**src/rtl/obi_copy_master.sv**
```systemverilog
// obi_copy_master: OBI initiator copying len 32-bit words from src to dst, one transaction outstanding.
// Ports: clk_i/rst_ni (async active-low); start_i, src_addr_i, dst_addr_i, len_i load a job in IDLE;
//        busy_o, done_o, err_code_o (00 ok, 01 bus error, 10 timeout) report status;
//        obi_req_o/gnt_i/addr_o/we_o/be_o/wdata_o/rvalid_i/rdata_i form the OBI data port;
//        bus_err_i flags an illegal access at the request handshake.
// Optional: define OBI_COPY_TIMEOUT_EN to abort after TIMEOUT_CYCLES without gnt/rvalid.
module obi_copy_master #(
   parameter int LEN_W          = 16,
   parameter int TIMEOUT_CYCLES = 64
) (
   input  logic             clk_i,
   input  logic             rst_ni,
   input  logic             start_i,
   input  logic [31:0]      src_addr_i,
   input  logic [31:0]      dst_addr_i,
   input  logic [LEN_W-1:0] len_i,
   output logic             busy_o,
   output logic             done_o,
   output logic [1:0]       err_code_o,
   output logic             obi_req_o,
   input  logic             obi_gnt_i,
   output logic [31:0]      obi_addr_o,
   output logic             obi_we_o,
   output logic [3:0]       obi_be_o,
   output logic [31:0]      obi_wdata_o,
   input  logic             obi_rvalid_i,
   input  logic [31:0]      obi_rdata_i,
   input  logic             bus_err_i
);
   typedef enum logic [2:0] {IDLE, RD_REQ, RD_WAIT, WR_REQ, WR_WAIT, FINISH} state_t;
   state_t state_q, state_d;
   logic [31:0] src_q, dst_q, wdata_q;
   logic [LEN_W-1:0] rem_q;
   logic [1:0] err_q;
   logic abort_q, hs, tmo;
   assign obi_req_o   = state_q == RD_REQ || state_q == WR_REQ;
   assign obi_we_o    = state_q == WR_REQ;
   assign obi_addr_o  = obi_we_o ? dst_q : src_q;
   assign obi_wdata_o = wdata_q;
   assign obi_be_o    = 4'hF;
   assign busy_o      = state_q != IDLE;
   assign done_o      = state_q == FINISH;
   assign err_code_o  = err_q;
   assign hs          = obi_req_o && obi_gnt_i;
`ifdef OBI_COPY_TIMEOUT_EN
   localparam int CW = $clog2(TIMEOUT_CYCLES + 1);
   localparam logic [CW-1:0] CNT_LAST = CW'(TIMEOUT_CYCLES - 1);
   logic [CW-1:0] cnt_q;
   logic waiting;
   assign waiting = (obi_req_o && !obi_gnt_i) ||
                    ((state_q == RD_WAIT || state_q == WR_WAIT) && !obi_rvalid_i);
   assign tmo = waiting && cnt_q == CNT_LAST;
   // Cleared on every state change so each wait phase gets its own budget.
   always_ff @(posedge clk_i or negedge rst_ni)
      if (!rst_ni) cnt_q <= '0;
      else cnt_q <= (state_d != state_q || !waiting) ? '0 : cnt_q + 1'b1;
`else
   assign tmo = 1'b0;
`endif
   always_comb begin
      state_d = state_q;
      case (state_q)
         IDLE:    if (start_i) state_d = (len_i == '0) ? FINISH : RD_REQ;
         RD_REQ:  if (obi_gnt_i) state_d = RD_WAIT;
         RD_WAIT: if (obi_rvalid_i) state_d = abort_q ? FINISH : WR_REQ;
         WR_REQ:  if (obi_gnt_i) state_d = WR_WAIT;
         WR_WAIT: if (obi_rvalid_i) state_d = (abort_q || rem_q == LEN_W'(1)) ? FINISH : RD_REQ;
         FINISH:  state_d = IDLE;
         default: state_d = IDLE;
      endcase
      if (tmo) state_d = FINISH;
   end
   always_ff @(posedge clk_i or negedge rst_ni)
      if (!rst_ni) begin
         state_q <= IDLE;
         src_q   <= '0;
         dst_q   <= '0;
         wdata_q <= '0;
         rem_q   <= '0;
         err_q   <= '0;
         abort_q <= 1'b0;
      end else begin
         state_q <= state_d;
         if (state_q == IDLE && start_i) begin
            src_q   <= {src_addr_i[31:2], 2'b00};
            dst_q   <= {dst_addr_i[31:2], 2'b00};
            rem_q   <= len_i;
            err_q   <= 2'b00;
            abort_q <= 1'b0;
         end
         // An errored access still gets its response; abort_q stops further requests.
         if (hs && bus_err_i) begin
            abort_q <= 1'b1;
            err_q   <= 2'b01;
         end
         if (state_q == RD_WAIT && obi_rvalid_i) wdata_q <= obi_rdata_i;
         if (state_q == WR_WAIT && obi_rvalid_i) begin
            src_q <= src_q + 32'd4;
            dst_q <= dst_q + 32'd4;
            rem_q <= rem_q - 1'b1;
         end
         if (tmo) err_q <= 2'b10;
      end
endmodule

```
**config.mk**
```make
export PLATFORM = sky130hd
export DESIGN_NAME = obi_copy_master
export DESIGN_NICKNAME = d
export VERILOG_FILES = /design/src/rtl/obi_copy_master.sv
export SDC_FILE = /design/constraint.sdc
export NUM_CORES = 1
export LEC_CHECK = 0
export ABC_AREA = 1
export CORE_MARGIN = 2
export CORE_UTILIZATION = 45
export DETAILED_ROUTE_END_ITERATION = 16
export HOLD_SLACK_MARGIN = 0.05
export PLACE_DENSITY_LB_ADDON = 0.25
export SLEW_MARGIN = 20
export SYNTH_ARGS = -nofsm -noshare
export SYNTH_HDL_FRONTEND = slang
export SYNTH_SLANG_ARGS = --single-unit
```
**constraint.sdc**
```tcl
create_clock -name clk_i -period 5.5 [get_ports clk_i]
set_clock_uncertainty 0.2 [all_clocks]
set_input_delay 0.55 -clock clk_i [delete_from_list [all_inputs] [get_ports clk_i]]
set_output_delay 0.55 -clock clk_i [all_outputs]
set_load 0.02 [all_outputs]
```
# Word-level counts from Yosys, hierarchy flattened
# Cells that the tools add are included.
# op_classes
eq_ne	11
reduce_logical	13
muxes	20
n_addsub	3
# ops
op	count
$mux 32	5
$add 32x3->32 const B	2
$mux 16	2
$mux 3	8
$eq 16x1->1 const B	1
$logic_not 16->1	1
$sub 16x1->16 const B	1
$pmux 3 s5	1
$ne 2x2->1 const B	5
$eq 3x2->1 const B	2
$eq 3x3->1 const B	2
$logic_and 1x1->1	5
$reduce_and 5->1	1
$mux 2	2
$reduce_bool 2->1	2
$eq 3x1->1 const B	1
$logic_not 3->1	1
$reduce_bool 3->1	1
$logic_or 1x1->1	2
$mux 1	2
# totals
in_bits	118
reg_bits	118
elab_cells	54

# Logic depth before layout (Yosys ltp)
# Gate-level depths: netlist of the first run.
# logic_depth
word_depth	5
mapped_depth	10

# Worst setup path after synthesis of the first run
# Ideal clock, no wire load.
# synth_timing
path_kind	register to output
start	register state_q[2]
end	output obi_addr_o[24]
slack_ns	3.433
path_stages_with_launch	5
arrival_time_ns	1.317
path_cell_list	dfrtp_1 -> buf_2 -> nor3_2 -> buf_2 -> o21ai_0
# synth_between
elab_chain_cells	2
# synth_rtl
element	line	rtl
start, declared	31	state_t state_q, state_d;
start signal, assigned	83	state_q <= state_d;
$eq 3x2->1	37	assign obi_we_o = state_q == WR_REQ;
net obi_we_o	23	output logic obi_we_o,
$mux 32	38	assign obi_addr_o = obi_we_o ? dst_q : src_q;
end, declared	22	output logic [31:0] obi_addr_o,
# The timed path passes the listed nets, and every way through them passes these cells.

# Worst setup path after layout of the first run
# layout_timing
start	register state_q[1]
end	output obi_addr_o[2]
# layout_between
elab_chain_cells	2
# layout_rtl
element	line
$eq 3x2->1	37
$mux 32	38
# Every way passes these cells.

==> results of run 1 <==
## synth_stat cells (all sizes together) (3+ instances only)
cell type,instances
nor2,142
nand4,4
a21oi,11
o21a,17
nand2,398
nand3,95
xor2,4
xnor2,3
dfrtp,112
clkbuf,8
o211ai,13
nor3,8
o21ai,73
o221ai,3
o22ai,9
mux2,32
ha,4
o21bai,3
buf,37
inv,91
## layout make-up
| type | count | share of cell area [%] |
|---|---|---|
| clock buffers | 9 | 2.36 |
| clock inverters | 7 | 0.919 |
| inverters | 91 | 3.59 |
| multi-input cells | 836 | 41.5 |
| flip-flops and latches | 112 | 29.4 |
| well taps | 216 | 2.84 |
| repair buffers | 185 | 19.4 |
## state kept, by name, summed over array words and instances, names as in the netlist
name	cells
rem_q	16
dst_q	30
state_q	3
err_code_o	1
src_q	30
obi_wdata_o	32
## cell families (layout without fill, tap and decap cells)
family / after synthesis / after routing
DFF: 112 / 112
adders and majority gates: 4 / 4
buffers and inverters: 136 / 292
other: 2 / 7
xor gates and xnor gates: 7 / 7
muxes: 32 / 32
and+or+nand+nor: 651 / 651
AOI/OAI and AO/OA: 135 / 135
## worst reg2reg max path, cell delays in order (launching register included)
cell	delay [ns]
dfrtp_1	0.50
inv_1	0.18
nand3_2	0.63
nand2_2	0.69
inv_2	0.48
nand2_1	0.18
o211ai_1	0.11
## report_power, final
| part | internal [mW] | switching, mW |
|---|---|---|
| Combinational | 1.07 | 1.46 |
| Sequential | 1.22 | 0.436 |
| Clock | 0.327 | 0.362 |
## per-layer routing
metal	vias to the layer above	GRT usage, %	share of wire (%)
met2	293	42.6	46
li1	3767	-	-
met1	3495	34.6	44
met5	-	0	0
met3	37	6.92	8.1
met4	0	7.85	2.2
## metrics by stage
stage                     cells  setup slack (ns)  area [sq um]  total power [mW]
after floorplan            1084              3.43          7360              3.12
after global placement     1440              2.07          9210              4.13
after detailed placement   1440              2.07          9210              4.18
after CTS                  1456              2.11          9530              4.89
after global routing       1456              1.91          9530              5.23
final                      1456              2.09          9530              4.88
## cell usage in the layout (no fill, tap or decap), types with 11 or more instances in the layout
cell / netlist / layout
nor2_1: 138 / 138
dfrtp_1: 112 / 112
mux2_2: 30 / 30
clkdlybuf4s50_1: 0 / 179
nand3_1: 90 / 90
a21oi_1: 11 / 11
inv_1: 88 / 88
o21ai_0: 66 / 66
o211ai_1: 13 / 13
nand2_1: 397 / 397
o21a_1: 17 / 17
## how the worst max path moves through the flow
stage | endpoint | slack [ns]
floorplan | obi_addr_o[24] | 3.43
global placement | rem_q[8]$_DFFE_PN0P_ | 2.07
detailed placement | dst_q[9]$_DFFE_PN0P_ | 2.07
CTS | obi_addr_o[19] | 2.11
global route | obi_addr_o[6] | 1.91
finish | obi_addr_o[2] | 2.09
==> results_dict.tcl, run 1 <==
set metrics [dict create \
    outcome "finished clean" \
    synth_top_area_share_pct 38.2 \
    synth_area_leader_cell "dfrtp_1" \
    r2r_slack_ns 2.39 \
    syn2layout_area_growth_pct 29.7 \
    synthXorXnorAreaFrac_pct 0.835 \
    ff2ff_path_depth 6 \
    final_util_pct 59.8 \
    critical_path_buf_inv_count 3 \
    cts_buffers 9 \
    start_util_pct 46.1 \
    worstSetupPathDepth 6 \
    ant_nets 0 \
    drive_gt1_share_pct 5.40 \
    row_count 46 \
    drc_errors 0 \
    synthArstFlopShare_pct 100 \
    root_buffer "clkbuf_16" \
    n_antenna_cell 0 \
    setup.worst_path.end_class "output port" \
    slew_headroom_pct 36.8 \
    die_w_um 132 \
    pin_count 192 \
    synth_area_sq_um 7340 \
    startpoint "state_q[1]$_DFFE_PN0P_" \
    die_h_um 132 \
    grt_first_pass_wirelength_mm 36.7 \
    vias 7592 \
    clock_latency_ns 0.37 \
    synth_compound_area_share_pct 10.8 \
    firstDrtPassIters 5 \
    setup_tns_ns 0 \
    nFillCells 1511 \
    finalHoldViolations 0 \
    clock_sinks 112 \
    path_class "reg2out" \
    yosysSeqAreaShare_pct 38.2 \
    period_share_pct 62.0 \
    hold-worst-slack_ns 0.130 \
    htreeDepth 3 \
    min_period_ns 3.41 \
    required_ns 4.75 \
    worstReg2RegEnd "dst_q[9]$_DFFE_PN0P_" \
    wl_per_cell_um 15.4 \
    crit_path_max_fanout 58 \
    cts.reportedPaths.clkPinSlew_ns 0.08 \
    grt_usage_pct 26.3 \
    cts_resized 0 \
    synthAdderAreaFrac_pct 0.682 \
    gp_congestion 0.984 \
    hold_path_class "in2async" \
    synth_top_family_by_area "simple AND/OR/NAND/NOR gates" \
    r2r-start "state_q[2]$_DFFE_PN0P_" \
    grt_max_degree 72 \
    crit_chain "inv_1 -> nor3_4 -> buf_4 -> nand2_1 -> o21ai_0 -> clkdlybuf4s50_1" \
    drv_cap 0 \
    rsz0062_at_grt "no" \
    final-seq-area_sq_um 2800 \
    synth_edf_count 0 \
    postCtsSetupBuffers 0 \
    synth.distinct_cells 41 \
    p_per_area_nw_per_um2 512 \
    grt-ovfl-total 0 \
    synth.area.mux_share_pct 4.91 \
    synth.avg_cell_area_sq_um 6.81 \
    viasPerCell 5.21 \
    cts_tree "yes" \
    antenna_found_initial 1 \
    ys.flop_type "dfrtp_1" \
    fmax_mhz 293 \
    drt_wl_total_mm 22.5 \
    multiInputGateArea_sq_um 3950 \
    yosysWarnings 0 \
    syn_inst 1079 \
    crit_family "buffers and inverters" \
    synthSimpleGateAreaFrac_pct 36.1 \
    grt_pass1_vias 7212 \
    peakVddDrop_v 0.000306 \
    synth_area_leaders "dfrtp_1 (38%), nand2_1 (20%), nor2_1 (7.1%), nand3_1 (6.1%), mux2_2 (4.6%)" \
    final-setup-viol-count 0 \
    core-area_sq_um 15900 \
    p_leak_nw 4.04 \
    critPathLaunchType "flop" \
    finalMaxSlewViolations 0 \
    drt_iter0_drc 543 \
    final_nets 1357 \
    port_buffers 180 \
    tightest_slew_ns 0.948 \
    cpPeakStageDelay_ns 0.69 \
    cts_buffer_depth 2 \
    place_hpwl_mm 16.5 \
    cts_hold_buf 0 \
    arrival_ns 2.66 \
    ys_seq_elements 112 \
    slowest_stage "clkdlybuf4s50_1" \
    die_area_sq_um 17400 \
]
Power figures use the tool's default switching activity.
==> run 2: changes to the inputs <==
Clock period 5.5 ns to 3.42 ns, I/O delays scaled along.
==> run 2 against run 1 <==
Routed wire length rose by 2.8%. Highest routed layer unchanged. Count of clock-buffer cells in the layout rose by 2. Core utilization increased by 0.24 points.
==> results_dict.tcl, run 2 (same netlist as run 1, synthesis figures left out) <==
set metrics [dict create \
    final_nets 1365 \
    p_per_area_nw_per_um2 823 \
    final_cell_mix "nand2_1 (397), clkdlybuf4s50_1 (179), nor2_1 (138), dfrtp_1 (112), nand3_1 (90)" \
    grt_first_pass_wirelength_mm 37.6 \
    clock_sinks 112 \
    whs_path_depth 1 \
    nFillCells 1548 \
    n_antenna_cell 0 \
    die_h_um 132 \
    cts_buffer_depth 2 \
    hp-start "obi_wdata_o[7]$_DFFE_PN0P_" \
    arrival_ns 2.54 \
    syn2layout_area_growth_pct 30.3 \
    min_period_ns 3.09 \
    path_class "reg2out" \
    finalHoldViolations 0 \
    worstSetupPathDepth 6 \
    firstDrtPassIters 5 \
    whs_endpoint "obi_wdata_o[7]$_DFFE_PN0P_" \
    worstReg2RegEnd "rem_q[8]$_DFFE_PN0P_" \
    slew_headroom_pct 44.3 \
    port_buffers 180 \
    rsz0062_at_grt "no" \
    place_area_sq_um 9270 \
    vias 7654 \
    grt_max_degree 62 \
    hold_path_class "reg2reg" \
    grt-ovfl-total 0 \
    final-setup-viol-count 0 \
    tightest_slew_ns 0.834 \
    r2r_slack_ns 0.97 \
    grt_pass1_vias 7241 \
    peakVddDrop_v 0.000451 \
    final_common_cell "nand2_1" \
    finalMaxSlewViolations 0 \
    setup_tns_ns 0 \
    viasPerCell 5.23 \
    cts_buffers 9 \
    drv_cap 0 \
    final_cell_area_sq_um 9570 \
    setup.worst_path.end_class "output port" \
    antenna_found_initial 0 \
    crit_path_max_fanout 61 \
    pin_count 192 \
    die_area_sq_um 17400 \
    row_count 46 \
    core-area_sq_um 15900 \
    clock_latency_ns 0.37 \
    wl_per_cell_um 15.8 \
    drt_wl_total_mm 23.1 \
    critPathLaunchType "flop" \
    fin_cells 1464 \
    grt_usage_pct 27.1 \
    r2r-start "state_q[1]$_DFFE_PN0P_" \
    ff2ff_path_depth 6 \
    htreeDepth 3 \
    drt_iter0_drc 592 \
    p_leak_nw 4.07 \
    start_util_pct 46.1 \
    drive_gt1_share_pct 5.85 \
    fmax_mhz 324 \
    crit_family "buffers and inverters" \
    die_w_um 132 \
    slowest_stage "clkdlybuf4s50_1" \
    postCtsSetupBuffers 0 \
    largest_reg_flops 32 \
    dp_cells 1447 \
    required_ns 2.88 \
    outcome "finished clean" \
    cts_tree "yes" \
    cpPeakStageDelay_ns 0.69 \
    drc_errors 0 \
    final_util_pct 60.0 \
    period_share_pct 90.3 \
    gp_congestion 0.958 \
    crit_chain "inv_1 -> nor3_4 -> buf_4 -> nand2_1 -> o21ai_0 -> clkdlybuf4s50_1" \
    ant_nets 0 \
    root_buffer "clkbuf_16" \
    critical_path_buf_inv_count 3 \
    place_hpwl_mm 17.3 \
    cts.reportedPaths.clkPinSlew_ns 0.08 \
]
run 2: per-layer routing:
| layer | wire [um] | global-route usage, % |
|---|---|---|
| met3 | 1850 | 6.69 |
| met2 | 10900 | 44.4 |
| met5 | 0 | 0 |
| met1 | 9890 | 36.0 |
| met4 | 466 | 7.07 |
run 2: worst max path at each step:
stage / from / endpoint / slack (ns)
floorplan: state_q[2]$_DFFE_PN0P_ / obi_addr_o[24] / 1.56
global placement: obi_rvalid_i / rem_q[8]$_DFFE_PN0P_ / 0.68
detailed placement: obi_rvalid_i / dst_q[2]$_DFFE_PN0P_ / 0.65
CTS: state_q[1]$_DFFE_PN0P_ / obi_addr_o[20] / 0.37
global route: state_q[1]$_DFFE_PN0P_ / obi_addr_o[19] / 0.14
finish: state_q[1]$_DFFE_PN0P_ / obi_addr_o[20] / 0.33
run 2: timing repair:
item,in CTS,in global routing
resized for setup,0,0
hold buffers,1,0
endpoints found under the hold margin,43,0
run 2: power by group:
group	switching [mW]	leakage (nW)	internal, mW
Combinational	2.37	2.56	1.74
Sequential	0.717	1.37	1.96
Clock	0.557	0.143	0.532
Total	3.64	4.07	4.23
run 2: area by class of cell:
class / instances / area [sq um] / area share (%)
sequential: 112 / 2800 / 29.3
multi-input combinational: 836 / 3950 / 41.3
timing repair buffer: 193 / 1910 / 20.0
inverter: 91 / 342 / 3.57
tap: 216 / 270 / 2.83
clock buffer: 11 / 243 / 2.54
clock inverter: 5 / 46.3 / 0.484
run 2: stage by stage:
step | hold WS, ns | power [mW] | setup WS [ns]
finish | 0.294 | 7.87 | 0.333
global route | 0.321 | 8.45 | 0.141
CTS | 0.299 | 7.88 | 0.374
detailed placement | 0.209 | 6.77 | 0.648
global placement | 0.203 | 6.66 | 0.679
floorplan | -0.154 | 5.02 | 1.56
